`config.mk`:
```
export PLATFORM = sky130hd
export DESIGN_NAME = pipeline_ctrl
export DESIGN_NICKNAME = d
export VERILOG_FILES = /design/src/rtl/pipeline_ctrl_pkg.sv /design/src/rtl/sat_counter.sv /design/src/rtl/pipeline_ctrl.sv
export SDC_FILE = /design/constraint.sdc
export NUM_CORES = 1
export LEC_CHECK = 0
export CAP_MARGIN = 20
export CORE_ASPECT_RATIO = 1.25
export CORE_MARGIN = 3
export CORE_UTILIZATION = 30
export CTS_CLUSTER_DIAMETER = 80
export DETAILED_ROUTE_END_ITERATION = 10
export PLACE_DENSITY_LB_ADDON = 0.2
export SYNTH_ARGS = -nofsm -noshare
export SYNTH_HDL_FRONTEND = slang
export SYNTH_SLANG_ARGS = --single-unit
```
`constraint.sdc`:
```
create_clock -name clk -period 2.92 [get_ports clk]
set_clock_uncertainty 0.05 [all_clocks]
set_input_delay 0.73 -clock clk [delete_from_list [all_inputs] [get_ports clk]]
set_output_delay 0.73 -clock clk [all_outputs]
set_load 0.02 [all_outputs]
```
`src/rtl/pipeline_ctrl_pkg.sv`:
```
// Shared types and constants for the pipeline stall/flush controller.
package pipeline_ctrl_pkg;

  typedef enum logic [1:0] {
    StRun     = 2'd0,
    StMemWait = 2'd1,
    StError   = 2'd2
  } state_e;

  localparam int unsigned ZeroReg     = 0;
  localparam int unsigned DefaultRegW = 5;
  localparam int unsigned DefaultCntW = 16;

endpackage

```
`src/rtl/sat_counter.sv`:
```
// Up-counter that sticks at all-ones instead of wrapping.
module sat_counter #(
  parameter int unsigned W = 16
) (
  input  logic         clk,
  input  logic         rst,
  input  logic         inc,
  input  logic         clr,
  output logic [W-1:0] count
);

  logic [W-1:0] count_q, count_d;

  always_comb begin
    count_d = count_q;
    if (clr) begin
      count_d = '0;
    end else if (inc && (count_q != {W{1'b1}})) begin
      count_d = count_q + W'(1);
    end
  end

  always_ff @(posedge clk or posedge rst) begin
    if (rst) begin
      count_q <= '0;
    end else begin
      count_q <= count_d;
    end
  end

  assign count = count_q;

endmodule

```
`src/rtl/pipeline_ctrl.sv`:
```
// Stall/flush controller: load-use bubbles, MEM-stage redirects, dmem wait holds.
module pipeline_ctrl
  import pipeline_ctrl_pkg::*;
#(
  parameter int unsigned REG_W    = DefaultRegW,
  parameter int unsigned MAX_WAIT = 15,
  parameter int unsigned CNT_W    = DefaultCntW
) (
  input  logic             clk,
  input  logic             rst,
  input  logic [REG_W-1:0] id_rs,
  input  logic [REG_W-1:0] id_rt,
  input  logic             id_uses_rt,
  input  logic             ex_mem_read,
  input  logic [REG_W-1:0] ex_write_reg,
  input  logic             mem_redirect,
  input  logic             dmem_req,
  input  logic             dmem_ready,
  output logic             pc_write,
  output logic             ifid_write,
  output logic             ifid_flush,
  output logic             idex_bubble,
  output logic             exmem_flush,
  output logic             front_hold,
  output logic             mw_bubble,
  output logic             mem_err,
  output logic [CNT_W-1:0] stall_count,
  output logic [CNT_W-1:0] flush_count
);

  localparam int unsigned WaitW = $clog2(MAX_WAIT + 1);

  state_e           state_q, state_d;
  logic [WaitW-1:0] wait_q, wait_d;
  logic             load_use, run_dec, stall_inc, flush_inc;

  assign load_use = ex_mem_read && (ex_write_reg != REG_W'(ZeroReg)) &&
                    ((ex_write_reg == id_rs) || (id_uses_rt && (ex_write_reg == id_rt)));

  always_comb begin
    state_d     = state_q;
    wait_d      = wait_q;
    run_dec     = 1'b0;
    stall_inc   = 1'b0;
    flush_inc   = 1'b0;
    pc_write    = 1'b1;
    ifid_write  = 1'b1;
    ifid_flush  = 1'b0;
    idex_bubble = 1'b0;
    exmem_flush = 1'b0;
    front_hold  = 1'b0;
    mw_bubble   = 1'b0;

    unique case (state_q)
      StRun: begin
        if (dmem_req && !dmem_ready) begin
          state_d   = StMemWait;
          wait_d    = WaitW'(1);
          stall_inc = 1'b1;
        end else begin
          run_dec = 1'b1;
        end
      end
      StMemWait: begin
        if (dmem_ready) begin
          state_d = StRun;
          wait_d  = '0;
          run_dec = 1'b1;
        end else begin
          stall_inc = 1'b1;
          if (wait_q == WaitW'(MAX_WAIT)) begin
            state_d = StError;
          end else begin
            wait_d = wait_q + WaitW'(1);
          end
        end
      end
      StError: ;
      default: state_d = StRun;
    endcase

    // Anything that is not decoding normally is holding the pipeline.
    if (!run_dec) begin
      pc_write   = 1'b0;
      ifid_write = 1'b0;
      front_hold = 1'b1;
      mw_bubble  = 1'b1;
    end else if (mem_redirect) begin
      pc_write    = 1'b1;
      ifid_flush  = 1'b1;
      idex_bubble = 1'b1;
      exmem_flush = 1'b1;
      flush_inc   = 1'b1;
    end else if (load_use) begin
      pc_write    = 1'b0;
      ifid_write  = 1'b0;
      idex_bubble = 1'b1;
      stall_inc   = 1'b1;
    end

    if (rst) begin
      pc_write    = 1'b0;
      ifid_write  = 1'b0;
      ifid_flush  = 1'b1;
      idex_bubble = 1'b1;
      exmem_flush = 1'b1;
      front_hold  = 1'b0;
      mw_bubble   = 1'b1;
    end
  end

  always_ff @(posedge clk or posedge rst) begin
    if (rst) begin
      state_q <= StRun;
      wait_q  <= '0;
    end else begin
      state_q <= state_d;
      wait_q  <= wait_d;
    end
  end

  assign mem_err = (state_q == StError);

  sat_counter #(
    .W(CNT_W)
  ) u_stall_cnt (
    .clk  (clk),
    .rst  (rst),
    .inc  (stall_inc),
    .clr  (1'b0),
    .count(stall_count)
  );

  sat_counter #(
    .W(CNT_W)
  ) u_flush_cnt (
    .clk  (clk),
    .rst  (rst),
    .inc  (flush_inc),
    .clr  (1'b0),
    .count(flush_count)
  );

endmodule

```
# Yosys cells after proc, flatten, opt, wreduce, memory -nomap -nowiden
# Index checks and enable logic that the tools add are counted.
# Widths: inputs -> output; s select.
totals:
  out_inout_bits: 40
  word_cells: 62
  inputBits: 22
  reg_bits: 38
classes:
  bitwise_logic: 1
  add_sub_neg: 3
  reduce_logical: 13
  n_eq_ne: 10
  mux: 31
ops:
  columns: ["op", "count"]
  rows:
  - ["$add 16x1->16 const B", 2]
  - ["$ne 16x16->1 const B", 2]
  - ["$mux 1", 21]
  - ["$mux 4", 3]
  - ["$eq 5x5->1", 2]
  - ["$pmux 4 s2", 1]
  - ["$logic_and 1x1->1", 6]
  - ["$mux 2", 3]
  - ["$ne 3x3->1 const B", 2]
  - ["$pmux 2 s3", 1]
  - ["$reduce_and 3->1", 2]
  - ["$reduce_bool 5->1", 1]
  - ["$add 4x1->4 const B", 1]
  - ["$eq 4x4->1 const B", 1]
  - ["$pmux 1 s2", 2]
  - ["$eq 2x1->1 const B", 1]
  - ["$eq 2x2->1 const B", 1]
  - ["$logic_not 2->1", 1]
  - ["$ne 2x2->1 const B", 1]
  - ["$reduce_bool 2->1", 1]
  - ["$logic_not 1->1", 1]
  - ["$logic_or 1x1->1", 1]
  - ["$not 1->1", 1]

# Longest topological paths before layout
# Gate-level depths: netlist of run 1.
depth:
  word_depth: 8
  depth_mapped: 7
  ltp_nobuf: 7

# Cells and area by module
# From an unflattened synthesis of run 1, not the netlist that was laid out.
unflattened:
  cells_unflattened: 265
  hier_area_um2: 2393.5
modules_own_cells:
  columns: ["mod", "seq_area_each_um2", "instances", "cells_each", "area_per_inst_um2"]
  rows:
  - ["sat_counter", 400.4, 2, 101, 932.1]
  - ["pipeline_ctrl", 150.1, 1, 63, 529.3]

# Worst setup path after synthesis of run 1
# Ideal clock, no wire load.
synth_path:
  kind: "in2out"
  from: "input rst"
  to: "output pc_write"
  arrival_time_ns: 2.600
  setup_slack_ns: -0.460
  required_time_ns: 2.140
  path_buffers: 1
  path_stages: 4
  cell_sequence: "inv_1 > nand2_1 > nor2_1 > buf_4"
synth_between:
  elab_chain_cells: 1
synth_lines:
  columns: ["item", "line_no", "rtl"]
  rows:
  - ["start, declared", "pipeline_ctrl.sv:10", "input logic rst,"]
  - ["$mux 1", null, null]
  - ["end, declared", "pipeline_ctrl.sv:19", "output logic pc_write,"]
# No other way between the ends.

# Worst setup path after layout of run 1
layout_path:
  from: "input ex_write_reg[1]"
  to: "output idex_bubble"
layout_between:
  elab_chain_cells: 8
  word_cells_on_any_way: 11
  classes_between: "2 x eq/ne; 4 x mux; 5 x reduce/logical"
layout_lines:
  columns: ["item", "line_no", "rtl"]
  rows:
  - ["start, declared", "pipeline_ctrl.sv:15", "input logic [REG_W-1:0] ex_write_reg,"]
  - ["$eq 5x5->1", "pipeline_ctrl.sv:38", "((ex_write_reg == id_rs) || (id_uses_rt && (ex_write_reg == id_rt)));"]
  - ["$logic_and 1x1->1", "pipeline_ctrl.sv:38", null]
  - ["$logic_or 1x1->1", "pipeline_ctrl.sv:38", null]
  - ["$logic_and 1x1->1 (*)", "pipeline_ctrl.sv:37", "assign load_use = ex_mem_read && (ex_write_reg != REG_W'(ZeroReg)) &&"]
  - ["$mux 1 (*)", "pipeline_ctrl.sv:94", "end else if (load_use) begin"]
  - ["$mux 1 (*)", "pipeline_ctrl.sv:88", "end else if (mem_redirect) begin"]
  - ["$mux 1 (*)", "pipeline_ctrl.sv:83", "if (!run_dec) begin"]
  - ["$mux 1 (*)", "pipeline_ctrl.sv:101", "if (rst) begin"]
  - ["end, declared", "pipeline_ctrl.sv:22", "output logic idex_bubble,"]
# Every way passes the cells marked *; elsewhere a longest branch is shown, timed or not.

==> reports/qor.yml, run 1 <==
grt:
  grt_pass1_vias: 1748
  grt_max_degree: 39
  gr-usage-all-layers_pct: 13.1
  overflow: 0
  grt_first_pass_wirelength_mm: 8.22
  grt_antenna_before_repair: 0
layout:
  finish.net_count: 309
  layout-drive-gt1-share_pct: 17.3
  final_area_um2: 3020
  areaGrowthSynthToFinish_pct: 50.5
  layout.core_utilization_pct: 47.8
  n_fill_cell: 642
  diodes: 0
logic_synthesis:
  syn_area_um2: 2010
  synth_top_flop_cell: "dfrtp_1"
  async_flop_share_pct: 100
  yosysSeqAreaShare_pct: 47.4
  synth-edff-count: 0
  yosys.area.top_type: "dfrtp_1"
  synth_cell_type_count: 36
  synth_nets: 223
  synth_top_area_share_pct: 47.4
  ys_ff_latch: 38
  synth_cells: 198
  yosys_warnings: 0
  yosys-top-cells-area: "dfrtp_1, xnor2_1, xor2_1, nand2_1, nand4_1"
  synth_most_common_cell: "dfrtp_1"
  synth_area_per_cell_um2: 10.1
  synth_common_cells: "dfrtp_1, xnor2_1, nand2_1"
hold_path:
  hold_path_class: "register to register"
worst_setup_path:
  ff2ff_path_depth: 7
  r2r_slack_ns: 0.90
  critical_path_class: "input port to primary output"
  r2r-end: "u_flush_cnt.count[11]"
  end_kind: "primary output"
  cp-start-kind: "input port"
  crit_end: "idex_bubble"
  worstPathRequired_ns: 2.14
  cp-startpoint: "ex_write_reg[1]"
  worstPathArrival_ns: 2.04
  timing.rr.start: "state_q[0]"
  cp_max_fo: 3
place:
  dp_slack_ns: -0.697
  port_buffers: 61
  dpl.hpwl_mm: 3.50
  placed_cell_area_um2: 2850
  gp_congestion: 0.769
floorplanning:
  dieArea_um2: 7720
  core-area_um2: 6330
  die_y_um: 97.5
  initial_core_util_pct: 31.7
  pin_count: 62
  die_w_um: 79.2
  core.rowCount: 32
pwr:
  power.internal_w: 0.00116
  p_leak_nw: 1.30
  p_clk_share_pct: 26.3
  pwr-share-comb_pct: 31.7
  power.density_nw_per_um2: 568
  seqPwrFrac_pct: 42.0
  ir_drop_uv: 365
  power_w: 0.00172
  switchingPower_w: 0.000553
  swShare_pct: 32.2
sta:
  finalSetupViolCount: 0
  fin_crit_ns: 2.82
  timing.final.crit_share_pct: 96.5
  worst_slew_pin_slew_ns: 0.728
  holdWs_ns: 0.439
  finalMaxSlewViolations: 0
  slew_headroom_pct: 51.4
  max_freq_mhz: 355
  hold_violations: 0
  fin_ws_ns: 0.102
clocking:
  cts_num_sinks: 38
  htreeDepth: 2
  cts.reportedPaths.clkPinSlew_ns: 0.07
  cts_tree: "done"
  cts_buffer_depth: 2
  clockRootBuffer: "clkbuf_8"
  postCtsHoldBufs: 0
  cts_buffers: 5
  clock_latency_ns: 0.28
detailed_routing:
  drt_iter0_markers: 73
  dr_total_vias: 1685
  firstDrtPassIters: 4
  wire_per_inst_um: 12.6
  drtAntennaViolNets: 0
  route.detailed.drc: 0
  drt-total-wl_mm: 4.66
  avgViaCountPerCell: 4.57
run:
  drv_cap: 0
outcome:
  status: "complete, no violations"
## placed cells by master (no fill, tap or decap), drive strengths merged, types with 9 or more instances in the layout
| master | instances |
|---|---|
| buf | 24 |
| clkbuf | 9 |
| clkdlybuf4s50 | 41 |
| dfrtp | 38 |
| nand2 | 26 |
| nand3 | 11 |
| nand4 | 13 |
| nor2 | 15 |
| xnor2 | 26 |
| xor2 | 14 |
## layer usage
metal  global-route usage (%)  up-vias  share of wire, %
met5                        0        -                 0
li1                         -      855                 -
met4                     4.10        0               1.8
met3                     2.50        8               3.7
met2                     21.3       38                48
met1                     17.5      784                46
## repair_timing
item                       CTS  global route
gates resized for setup     34            15
pin swaps                    7            11
setup endpoints to repair    7             4
gates cloned                 0             0
buffers inserted             2             1
## area by class of cell
class	instances	area [um2]	area share (%)
sequential	38	951	31.5
multi-input combinational	155	1070	35.3
clock buffer	6	82.6	2.73
clock inverter	1	30.0	0.994
timing repair buffer	82	774	25.6
inverter	2	11.3	0.373
tap	85	106	3.52
## worst min path at each step
| stage | from | end | slack, ns | cells after the start |
|---|---|---|---|---|
| final | u_flush_cnt.count[15] | u_flush_cnt.count[15] | 0.44 | 1 |
| after global placement | u_flush_cnt.count[15] | u_flush_cnt.count[15] | 0.44 | 1 |
| after global routing | u_flush_cnt.count[15] | u_flush_cnt.count[15] | 0.47 | 1 |
| after CTS | u_flush_cnt.count[15] | u_flush_cnt.count[15] | 0.45 | 1 |
| after floorplan | wait_q[2] | wait_q[2] | 0.42 | 1 |
| after detailed placement | u_flush_cnt.count[15] | u_flush_cnt.count[15] | 0.43 | 1 |
## sequential cells by signal (all words and copies together) (netlist names)
signal / flops
state_q: 2
u_stall_cnt.count: 16
u_flush_cnt.count: 16
wait_q: 4
## power groups by stage
stage | logic (W) | registers (W) | clock network, W
3_3_place_gp | 0.000543 | 0.000733 | 0
6_report | 0.000544 | 0.000722 | 0.000451
5_1_grt | 0.000597 | 0.000741 | 0.000489
3_5_place_dp | 0.000547 | 0.000731 | 0
2_1_floorplan | 0.000195 | 0.000808 | 0
4_1_cts | 0.000552 | 0.000723 | 0.000471
## stage by stage
| step | setup TNS [ns] | instances |
|---|---|---|
| 2_1_floorplan | 0 | 198 |
| 3_3_place_gp | -2.48 | 359 |
| 3_5_place_dp | -2.53 | 359 |
| 4_1_cts | 0 | 368 |
| 5_1_grt | -0.000181 | 369 |
| 6_report | 0 | 369 |
## critical path, stage by stage
cell,delay [ns]
clkdlybuf4s15_1,0.19
or4_4,0.55
o21ai_4,0.17
nor2_1,0.06
a21o_1,0.18
buf_2,0.15
## kinds of logic (layout without fill, tap and decap cells)
group	count (synthesis)	in the layout	share of synthesized area, %
AOI/OAI and AO/OA	14	14	5.23
xor gates and xnor gates	40	40	17.4
adders and majority gates	3	3	1.87
buffers and inverters	5	91	1.68
DFF	38	38	47.4
muxes	2	2	1.12
and+or+nand+nor	96	96	25.3
(Power assumes the default switching activity.)
==> run 2: changes to the inputs <==
--- a/config.mk
+++ b/config.mk
@@ -7,10 +7,12 @@
 export LEC_CHECK = 0
 export CAP_MARGIN = 20
 export CORE_ASPECT_RATIO = 1.25
-export CORE_MARGIN = 3
+export CORE_MARGIN = 1
 export CORE_UTILIZATION = 30
 export CTS_CLUSTER_DIAMETER = 80
 export DETAILED_ROUTE_END_ITERATION = 10
+export GPL_ROUTABILITY_DRIVEN = 0
+export GPL_TIMING_DRIVEN = 0
 export PLACE_DENSITY_LB_ADDON = 0.2
 export SYNTH_ARGS = -nofsm -noshare
 export SYNTH_HDL_FRONTEND = slang
==> run 2 against run 1 <==
Effect of this change:
- sequential cell count did not move
- cell area fell by 3.5%
- critical endpoint unchanged
- clock power rose by 22%
- critical path type unchanged
- non-clock buffer count fell by 13
- sequential share of layout area rose by 1.1 points
- register-to-register slack barely moved
- utilization fell by 1.7 points
- via count rose by 1.2%
- critical path depth rose by 2
- final cell count fell by 2.7%
==> reports/qor.yml, run 2 (same netlist as run 1, synthesis figures left out) <==
pwr:
  power.density_nw_per_um2: 618
  p_leak_nw: 1.22
  ir_drop_uv: 407
layout:
  diodes: 0
  layout_common_cells: "clkdlybuf4s50_1, dfrtp_1, xnor2_1, nand2_1, xor2_1"
  layout_commonest_cell: "clkdlybuf4s50_1"
  final_cells: 359
  layout-drive-gt1-share_pct: 16.8
  finish.net_count: 298
  areaGrowthSynthToFinish_pct: 45.2
detailed_routing:
  firstDrtPassIters: 4
  avgViaCountPerCell: 4.75
  drtAntennaViolNets: 0
  dr_total_vias: 1705
  route.detailed.drc: 0
  drt-total-wl_mm: 4.73
  drt_iter0_markers: 35
  wire_per_inst_um: 13.2
grt:
  grt_util_met2_pct: 23.6
  grt_pass1_vias: 1653
  grt.met1_usage_pct: 19.1
  overflow: 0
  gr-usage-all-layers_pct: 14.5
  busiest_layer: "met2"
  grt_max_degree: 21
  grt_first_pass_wirelength_mm: 7.75
  grtUsageMet3_pct: 2.59
  grt_antenna_before_repair: 0
clocking:
  cts.reportedPaths.clkPinSlew_ns: 0.07
  clockRootBuffer: "clkbuf_8"
  clock_latency_ns: 0.28
  cts_tree: "done"
  cts_num_sinks: 38
  cts_buffers: 5
  htreeDepth: 2
  cts_buffer_depth: 2
floorplanning:
  core-area_um2: 6330
  dieArea_um2: 7030
  die_y_um: 93.5
  initial_core_util_pct: 31.7
  core.rowCount: 32
  pin_count: 62
  die_w_um: 75.2
place:
  dp_cells: 344
  port_buffers: 61
  dpl.hpwl_mm: 3.39
worst_setup_path:
  end_kind: "primary output"
  worstPathArrival_ns: 2.11
  cp-start-kind: "input port"
  critical_path_class: "input port to primary output"
  cp_max_fo: 2
  worstPathRequired_ns: 2.14
sta:
  hold_violations: 0
  fin_crit_ns: 2.89
  max_freq_mhz: 347
  timing.final.crit_share_pct: 98.8
  rsz0062_at_grt: "yes"
  worst_slew_pin_slew_ns: 0.926
  finalSetupViolCount: 0
  holdWs_ns: 0.444
  slew_headroom_pct: 37.9
  finalMaxSlewViolations: 0
outcome:
  status: "complete, no violations"
hold_path:
  hold_path_class: "register to register"
run:
  drv_cap: 0
-- run 2: changes by cell type in the layout (fill, tap and decap cells not counted), moves of 2 or more --
cell,previous run,this run
dlymetal6s2s_1,6,3
dlygate4sd2_1,6,4
clkbuf_2,3,7
buf_4,19,8
clkinvlp_2,0,2
-- run 2: final timing paths --
kind / start / end / slack, ns / cells after the start
setup / recovery: id_rs[3] / idex_bubble / 0.03 / 8
hold / removal: u_flush_cnt.count[15] / u_flush_cnt.count[15] / 0.44 / 1
setup reg to reg: state_q[0] / u_flush_cnt.count[6] / 0.91 / 6
hold reg to reg: u_flush_cnt.count[15] / u_flush_cnt.count[15] / 0.44 / 1
max in group asynchronous: rst / u_stall_cnt.count[0] / 1.53 / 2
min in group asynchronous: rst / u_stall_cnt.count[5] / 0.68 / 2
-- run 2: final cells by class --
cell class	count	area, um2
buffer	3	26.3
clock buffer	6	82.6
clock inverter	2	60.1
fill	663	3410
inverter	2	11.3
multi-input combinational	155	1060
sequential	38	951
tap	85	106
timing repair buffer	66	606
timing repair inverter	2	10.0
-- run 2: per-layer routing --
metal | up-vias | part of all wire [%]
met5 | - | 0
met4 | 0 | 1.6
met3 | 8 | 4.0
met2 | 38 | 49
met1 | 820 | 45
li1 | 839 | -
-- run 2: worst max-delay path, cell delays in order --
cell,delay (ns)
clkdlybuf4s50_1,0.47
xor2_1,0.14
nor2_1,0.07
a32oi_2,0.21
buf_4,0.16
nor2_2,0.03
a21o_1,0.17
buf_6,0.13
-- run 2: timing repair --
item / CTS / global route
setup buffers: 5 / 0
gates cloned: 2 / 0
pin swaps: 7 / 11
hold buffers: 0 / 0
endpoints found under the setup margin: 7 / 4
gates resized for setup: 43 / 18
-- run 2: per-stage QoR --
step	power, W	setup slack [ns]	TNS, ns	instance area [um2]	utilization [%]
floorplan	0.00100	0.0885	0	2010	-
global placement	0.00125	-1.02	-6.11	2730	43.2
detailed placement	0.00126	-1.05	-6.36	2730	43.2
CTS	0.00182	0.00501	0	2940	46.5
global route	0.00190	-0.0207	-0.0207	2920	46.1
finish	0.00180	0.0348	0	2920	46.1
-- run 2: power breakdown --
group          leakage, nW  switching [W]  internal, W
Sequential           0.506       0.000114     0.000609
Clock               0.0714       0.000187     0.000365
Combinational        0.647       0.000260     0.000267
==> run 3: changes to the inputs <==
--- a/config.mk
+++ b/config.mk
@@ -6,7 +6,6 @@
 export NUM_CORES = 1
 export LEC_CHECK = 0
 export CAP_MARGIN = 20
-export CORE_ASPECT_RATIO = 1.25
 export CORE_MARGIN = 1
 export CORE_UTILIZATION = 30
 export CTS_CLUSTER_DIAMETER = 80
==> run 3 against run 2 <==
Effect of this change:
- clock power shrank 31%
- cell area shrank 0.39%
- critical path depth shrank 1
- count of clock-buffer cells in the layout up 1
- via count down 0.70%
- fmax rose by 1.5%
- the flow now finishes with violations (DRC)
- final cell count fell by 2.8%
==> reports/qor.yml, run 3 (same netlist as run 1, synthesis figures left out) <==
sta:
  worst_slew_pin_slew_ns: 0.874
  max_freq_mhz: 352
  finalMaxSlewViolations: 0
  hold_violations: 0
  rsz0062_at_grt: "no"
  finalSetupViolCount: 0
  holdWs_ns: 0.450
  timing.final.crit_share_pct: 97.3
  fin_ws_ns: 0.0784
  fin_crit_ns: 2.84
  slew_headroom_pct: 41.6
layout:
  layout.core_utilization_pct: 45.2
  layout_common_cells: "clkdlybuf4s50_1, dfrtp_1, xnor2_1, nand2_1, xor2_1"
  diodes: 0
  final_area_um2: 2910
  areaGrowthSynthToFinish_pct: 44.7
  n_fill_cell: 620
  finish.net_count: 296
  layout_commonest_cell: "clkdlybuf4s50_1"
  layout-drive-gt1-share_pct: 14.7
clocking:
  cts_tree: "done"
  clock_latency_ns: 0.30
  cts_num_sinks: 38
  cts_buffer_depth: 2
  cts_buffers: 5
  clockRootBuffer: "clkbuf_8"
  htreeDepth: 2
  cts.reportedPaths.clkPinSlew_ns: 0.08
pwr:
  power.density_nw_per_um2: 565
  ir_drop_uv: 368
  power_w: 0.00164
  p_leak_nw: 1.23
worst_setup_path:
  max_stage_delay_ns: 0.47
  slowest_stage: "clkdlybuf4s50_1"
  cp-start-kind: "input port"
  cp_num_buf_inv: 2
  worstPathArrival_ns: 2.06
  critical_path_class: "input port to primary output"
  worstPathRequired_ns: 2.14
  critPathTopFamily: "buffers and inverters"
  path_cells: "clkdlybuf4s50_1, xor2_1, nor2_1, a32oi_2, nor3_2, nor2_2, buf_2"
  end_kind: "primary output"
  cp_max_fo: 3
grt:
  grt_antenna_before_repair: 0
  grt_pass1_vias: 1699
  overflow: 0
  grt_first_pass_wirelength_mm: 8.09
  grt_max_degree: 21
  gr-usage-all-layers_pct: 14.8
floorplanning:
  die_y_um: 83.8
  core-area_um2: 6420
  die_w_um: 83.8
  dieArea_um2: 7020
  initial_core_util_pct: 31.3
  core.rowCount: 29
  pin_count: 62
place:
  placed_cell_area_um2: 2720
  dp_slack_ns: -1.06
  dpl.hpwl_mm: 3.40
  port_buffers: 61
run:
  drv_cap: 0
outcome:
  status: "finished with violations"
  failed_checks: "DRC"
detailed_routing:
  drtAntennaViolNets: 0
  drt_iter0_markers: 69
  drt-total-wl_mm: 4.87
  firstDrtPassIters: 7
  route.detailed.drc: 6
  avgViaCountPerCell: 4.85
  wire_per_inst_um: 13.9
  dr_total_vias: 1693
hold_path:
  hold_path_class: "register to register"
-- run 3: cell types whose count changed in the layout (fill, tap and decap cells not counted), moves of 2 or more --
cell	previous run	this run
clkdlybuf4s50_1	41	39
dlygate4sd2_1	4	6
dlymetal6s2s_1	3	5
clkbuf_2	7	2
bufinv_16	2	0
buf_4	8	4
clkdlybuf4s15_1	1	4
-- run 3: through the flow --
stage / std cells / TNS (ns)
after global placement: 336 / -6.57
after floorplan: 198 / 0
after global routing: 349 / 0
final: 349 / 0
after CTS: 349 / 0
after detailed placement: 336 / -6.59
-- run 3: final timing paths --
check / slack (ns) / to / start / cells past startpoint
worst max register to register: 0.93 / u_stall_cnt.count[12] / u_stall_cnt.count[0] / 5
worst max-delay path: 0.08 / ifid_write / id_rs[3] / 7
min in group asynchronous: 0.56 / u_flush_cnt.count[7] / rst / 2
worst min register to register: 0.45 / u_stall_cnt.count[9] / u_stall_cnt.count[9] / 1
max in group asynchronous: 1.91 / u_stall_cnt.count[5] / rst / 2
worst min-delay path: 0.45 / u_stall_cnt.count[9] / u_stall_cnt.count[9] / 1
-- run 3: per-layer routing --
| metal | GRT usage [%] | wire length (um) |
|---|---|---|
| met5 | 0 | 0 |
| met2 | 22.8 | 2170 |
| met1 | 20.0 | 2400 |
| met4 | 4.55 | 50 |
| met3 | 4.45 | 242 |
-- run 3: area by class of cell --
type                       count  area (um2)  area share [%]
timing repair inverter         2        10.0           0.345
tap                           77        96.3            3.32
sequential                    38         951            32.7
timing repair buffer          65         643            22.1
clock inverter                 1        5.00           0.172
multi-input combinational    155        1080            37.3
clock buffer                   7        86.3            2.97
buffer                         2        18.8           0.646
inverter                       2        11.3           0.388
-- run 3: worst register-to-register path, delay by kind of cell, from the launching register on --
kind | cells | cell delay, ns
xor gates and xnor gates | 1 | 0.17
adders and majority gates | 1 | 0.19
DFF | 1 | 0.42
and+or+nand+nor | 3 | 1.05
-- run 3: repair_timing --
action | 4_1_cts | 5_1_grt
cloned | 2 | 0
hold buffers | 0 | 0
setup endpoints to repair | 7 | 5
pin swaps | 8 | 11
gates resized for setup | 48 | 13
buffers inserted | 3 | 0
-- run 3: power by group --
group / internal, W / switching [W] / total (W)
Clock: 0.000191 / 0.000189 / 0.000379
Sequential: 0.000609 / 0.000117 / 0.000726
Combinational: 0.000271 / 0.000265 / 0.000536
==> RTL edit (settings of run 2) <==
Re-encode `state_e` (3 states) as one-hot, 3 bits wide.
--- a/src/rtl/pipeline_ctrl_pkg.sv
+++ b/src/rtl/pipeline_ctrl_pkg.sv
@@ -1,10 +1,10 @@
 // Shared types and constants for the pipeline stall/flush controller.
 package pipeline_ctrl_pkg;
 
-  typedef enum logic [1:0] {
-    StRun     = 2'd0,
-    StMemWait = 2'd1,
-    StError   = 2'd2
+  typedef enum logic [2:0] {
+    StRun     = 3'b001,
+    StMemWait = 3'b010,
+    StError   = 3'b100
   } state_e;
 
   localparam int unsigned ZeroReg     = 0;
Function: same outputs for any inputs over 10 cycles, from zero or initial values and one cycle with rst high; not proved beyond that.
==> RTL edit against run 2 <==
  * Total power down 5.4%
  * Design area up 1.6%
  * Global-route usage up 0.15 points
  * Final cell count up 0.28%
  * Area after synthesis up 3.4%
  * Routed wire length up 2.7%
  * Worst hold slack better by 8.6 ps
  * Sequential power up 0.7%
  * Setup slack better by 72 ps
  * Clock power down 16%
  * Critical path depth down 1
  * Synthesized cell count unchanged
  * Sequential cell count up 1
==> RTL edit: results (changes against run 2) <==
The synthesized net count was 223 (unchanged). The synthesis warning total was 0 (unchanged). The final antenna diode count is 0 (unchanged).

The sequential fraction of the synthesis area came out at 0.470 (-0.00304). Clock latency on the worst-skew pair, taken at its later pin, is 290 ps. The slowest cell on the critical path is sky130_fd_sc_hd__clkdlybuf4s50_1. The sum of net half-perimeters after detailed placement is 3.50 mm (+3.2%). The number of nets in the final layout was 297 (-0.34%).

The met2 usage in global routing is 0.258 (+0.0218). The area of the multi-input gates is 1100 µm² (+3.4%). The total global routing track utilization is 0.147 (+0.00153). The total leakage power came out at 1.26 nW (+3.2%). The H-tree depth came out at 2 (unchanged). The detailed-route vias per instance came to 4.76 (+0.13%). The peak per-stage delay on the critical path came out at 470 ps (about the same).

In the synthesized netlist, the cells that appear most often are sky130_fd_sc_hd__dfrtp_1, sky130_fd_sc_hd__xnor2_1, sky130_fd_sc_hd__nand2_1, sky130_fd_sc_hd__xor2_1, sky130_fd_sc_hd__nand4_1. The overall routed net length came out at 4.86 mm (+2.7%). The relative slew slack was 0.372 (-0.00654). The clock-pin slew of the registers on the worst-case setup and hold paths is 70 ps (about the same).

The synthesized netlist cell count came to 198 (unchanged). The total clock buffers created by CTS was 5 (unchanged). The arrival time at the worst endpoint is 2030 ps (-80 ps). The number of global-route vias before repair came out at 1762 (+6.6%). The count of buffers inserted at the top-level ports came out at 61 (unchanged). The initial antenna violation count is 0 (unchanged).

The maximum VDD drop is 0.000408 V (+0.36%). The worst-path maximum fanout is 3 (+1). The number of remaining DRC errors came out at 0 (unchanged). For this run, the leading register cell type out of synthesis is sky130_fd_sc_hd__dfrtp_1. Ranked by total cell area, the synthesized netlist is headed by sky130_fd_sc_hd__dfrtp_1, sky130_fd_sc_hd__xnor2_1, sky130_fd_sc_hd__xor2_1, sky130_fd_sc_hd__nand4_1, sky130_fd_sc_hd__nand2_1. The count of final hold-check violations came out at 0 (unchanged). The wire length of the first global-routing pass was 8.30 mm (+7.1%). The worst slack after detailed placement came out at -1060 ps (-9.79 ps). The met1 layer usage reported by global route came to 0.173 (-0.0185).

The cell sitting at the root of the clock tree is a sky130_fd_sc_hd__clkbuf_8. The placed cell area came out at 2800 µm² (+2.7%). The number of unique standard cell types used by synthesis is 40 (+11%). The maximum number of pins on one net before global-route repair came out at 21 (unchanged).

The proportion of register bits with asynchronous set or reset after synthesis is 1.00 (unchanged). The DRC violation total after the first TritonRoute iteration is 60 (+71%). The length of the first detailed-routing pass in iterations came out at 4 (unchanged). The maximum root-to-sink buffer count came out at 2 (unchanged). The count of filler cells inserted in the layout is 648 (-2.3%). The average wire per cell in the routed design came to 13.5 µm (+2.4%).

The fraction of layout cells with a size suffix above 1 is 0.147 (-0.0214). The number of placed cells counting well taps came out at 346 (+0.58%). The met3 track demand over resource is 0.0278 (+0.00189). The run finished with clean final reports. The path class of the tightest hold or removal check is flip-flop to flip-flop.
## RTL edit: changes by cell type after synthesis, moves of 2 or more
cell,before,now
sky130_fd_sc_hd__a21oi_1,2,5
sky130_fd_sc_hd__a41o_1,0,2
sky130_fd_sc_hd__and3b_1,0,2
sky130_fd_sc_hd__and4_1,3,1
sky130_fd_sc_hd__nand2_1,25,15
sky130_fd_sc_hd__nand3b_1,0,2
sky130_fd_sc_hd__nor2_1,14,12
sky130_fd_sc_hd__nor3b_1,3,0
sky130_fd_sc_hd__nor3b_2,0,2
## RTL edit: kinds of logic (layout without fill, tap and decap cells)
kind of cell,count (synthesis),after routing,share of synthesized area
buf+inv,6,81,0.0181
fa+ha+maj,3,3,0.0181
mux,2,2,0.0126
compound gates,18,18,0.0627
xor+xnor,41,41,0.173
flops,39,39,0.470
simple gates,89,89,0.245
## RTL edit: timing repair
| action | 4_1_cts | 5_1_grt |
|---|---|---|
| gates resized for setup | 33 | 6 |
| setup buffers | 4 | 0 |
| gates cloned | 2 | 0 |
| endpoints found under the setup margin | 7 | 4 |
| pin swaps | 3 | 4 |
## RTL edit: final timing paths
path	to	slack, ps	depth (start not counted)	from
setup / recovery	pc_write	110	7	id_rs[1]
hold / removal	u_flush_cnt.count[4]	450	1	u_flush_cnt.count[4]
setup reg to reg	u_stall_cnt.count[1]	540	7	u_stall_cnt.count[0]
hold reg to reg	u_flush_cnt.count[4]	450	1	u_flush_cnt.count[4]
max in group asynchronous	u_stall_cnt.count[0]	1550	2	rst
min in group asynchronous	u_stall_cnt.count[9]	650	3	rst
## RTL edit: power breakdown
part	switching, W	leakage, nW	total (W)	internal [W]
registers	0.000110	0.512	0.000728	0.000618
clock network	0.000185	0.0612	0.000461	0.000276
logic	0.000248	0.690	0.000517	0.000268
total	0.000542	1.26	0.00171	0.00116
## RTL edit: layout make-up
cell class              instances  area share
repair inverters                2     0.00338
well taps                      87      0.0367
flip-flops and latches         39       0.330
clock buffers                   6      0.0279
clock inverters                 2      0.0118
repair buffers                 65       0.205
inverters                       3     0.00507
multi-input cells             153       0.371
plain buffers                   3     0.00887
## RTL edit: stage by stage
| stage | hold WS (ps) | total power [W] |
|---|---|---|
| after floorplan | 428 | 0.00100 |
| after global placement | 433 | 0.00125 |
| after detailed placement | 439 | 0.00125 |
| after CTS | 456 | 0.00173 |
| after global routing | 480 | 0.00181 |
| final | 452 | 0.00171 |
## RTL edit: per-layer routing
metal | up-vias | wire length [µm]
met5 | - | 0
met4 | 0 | 129
met3 | 11 | 234
met2 | 52 | 2440
met1 | 803 | 2050
li1 | 846 | -
## RTL edit: worst max-delay path: cells and delay by family
family                 cells  cell delay (ps)
XOR/XNOR                   1              110
buffers and inverters      3              750
AND/OR/NAND/NOR            1              150
AO/OA/AOI/OAI              2              280
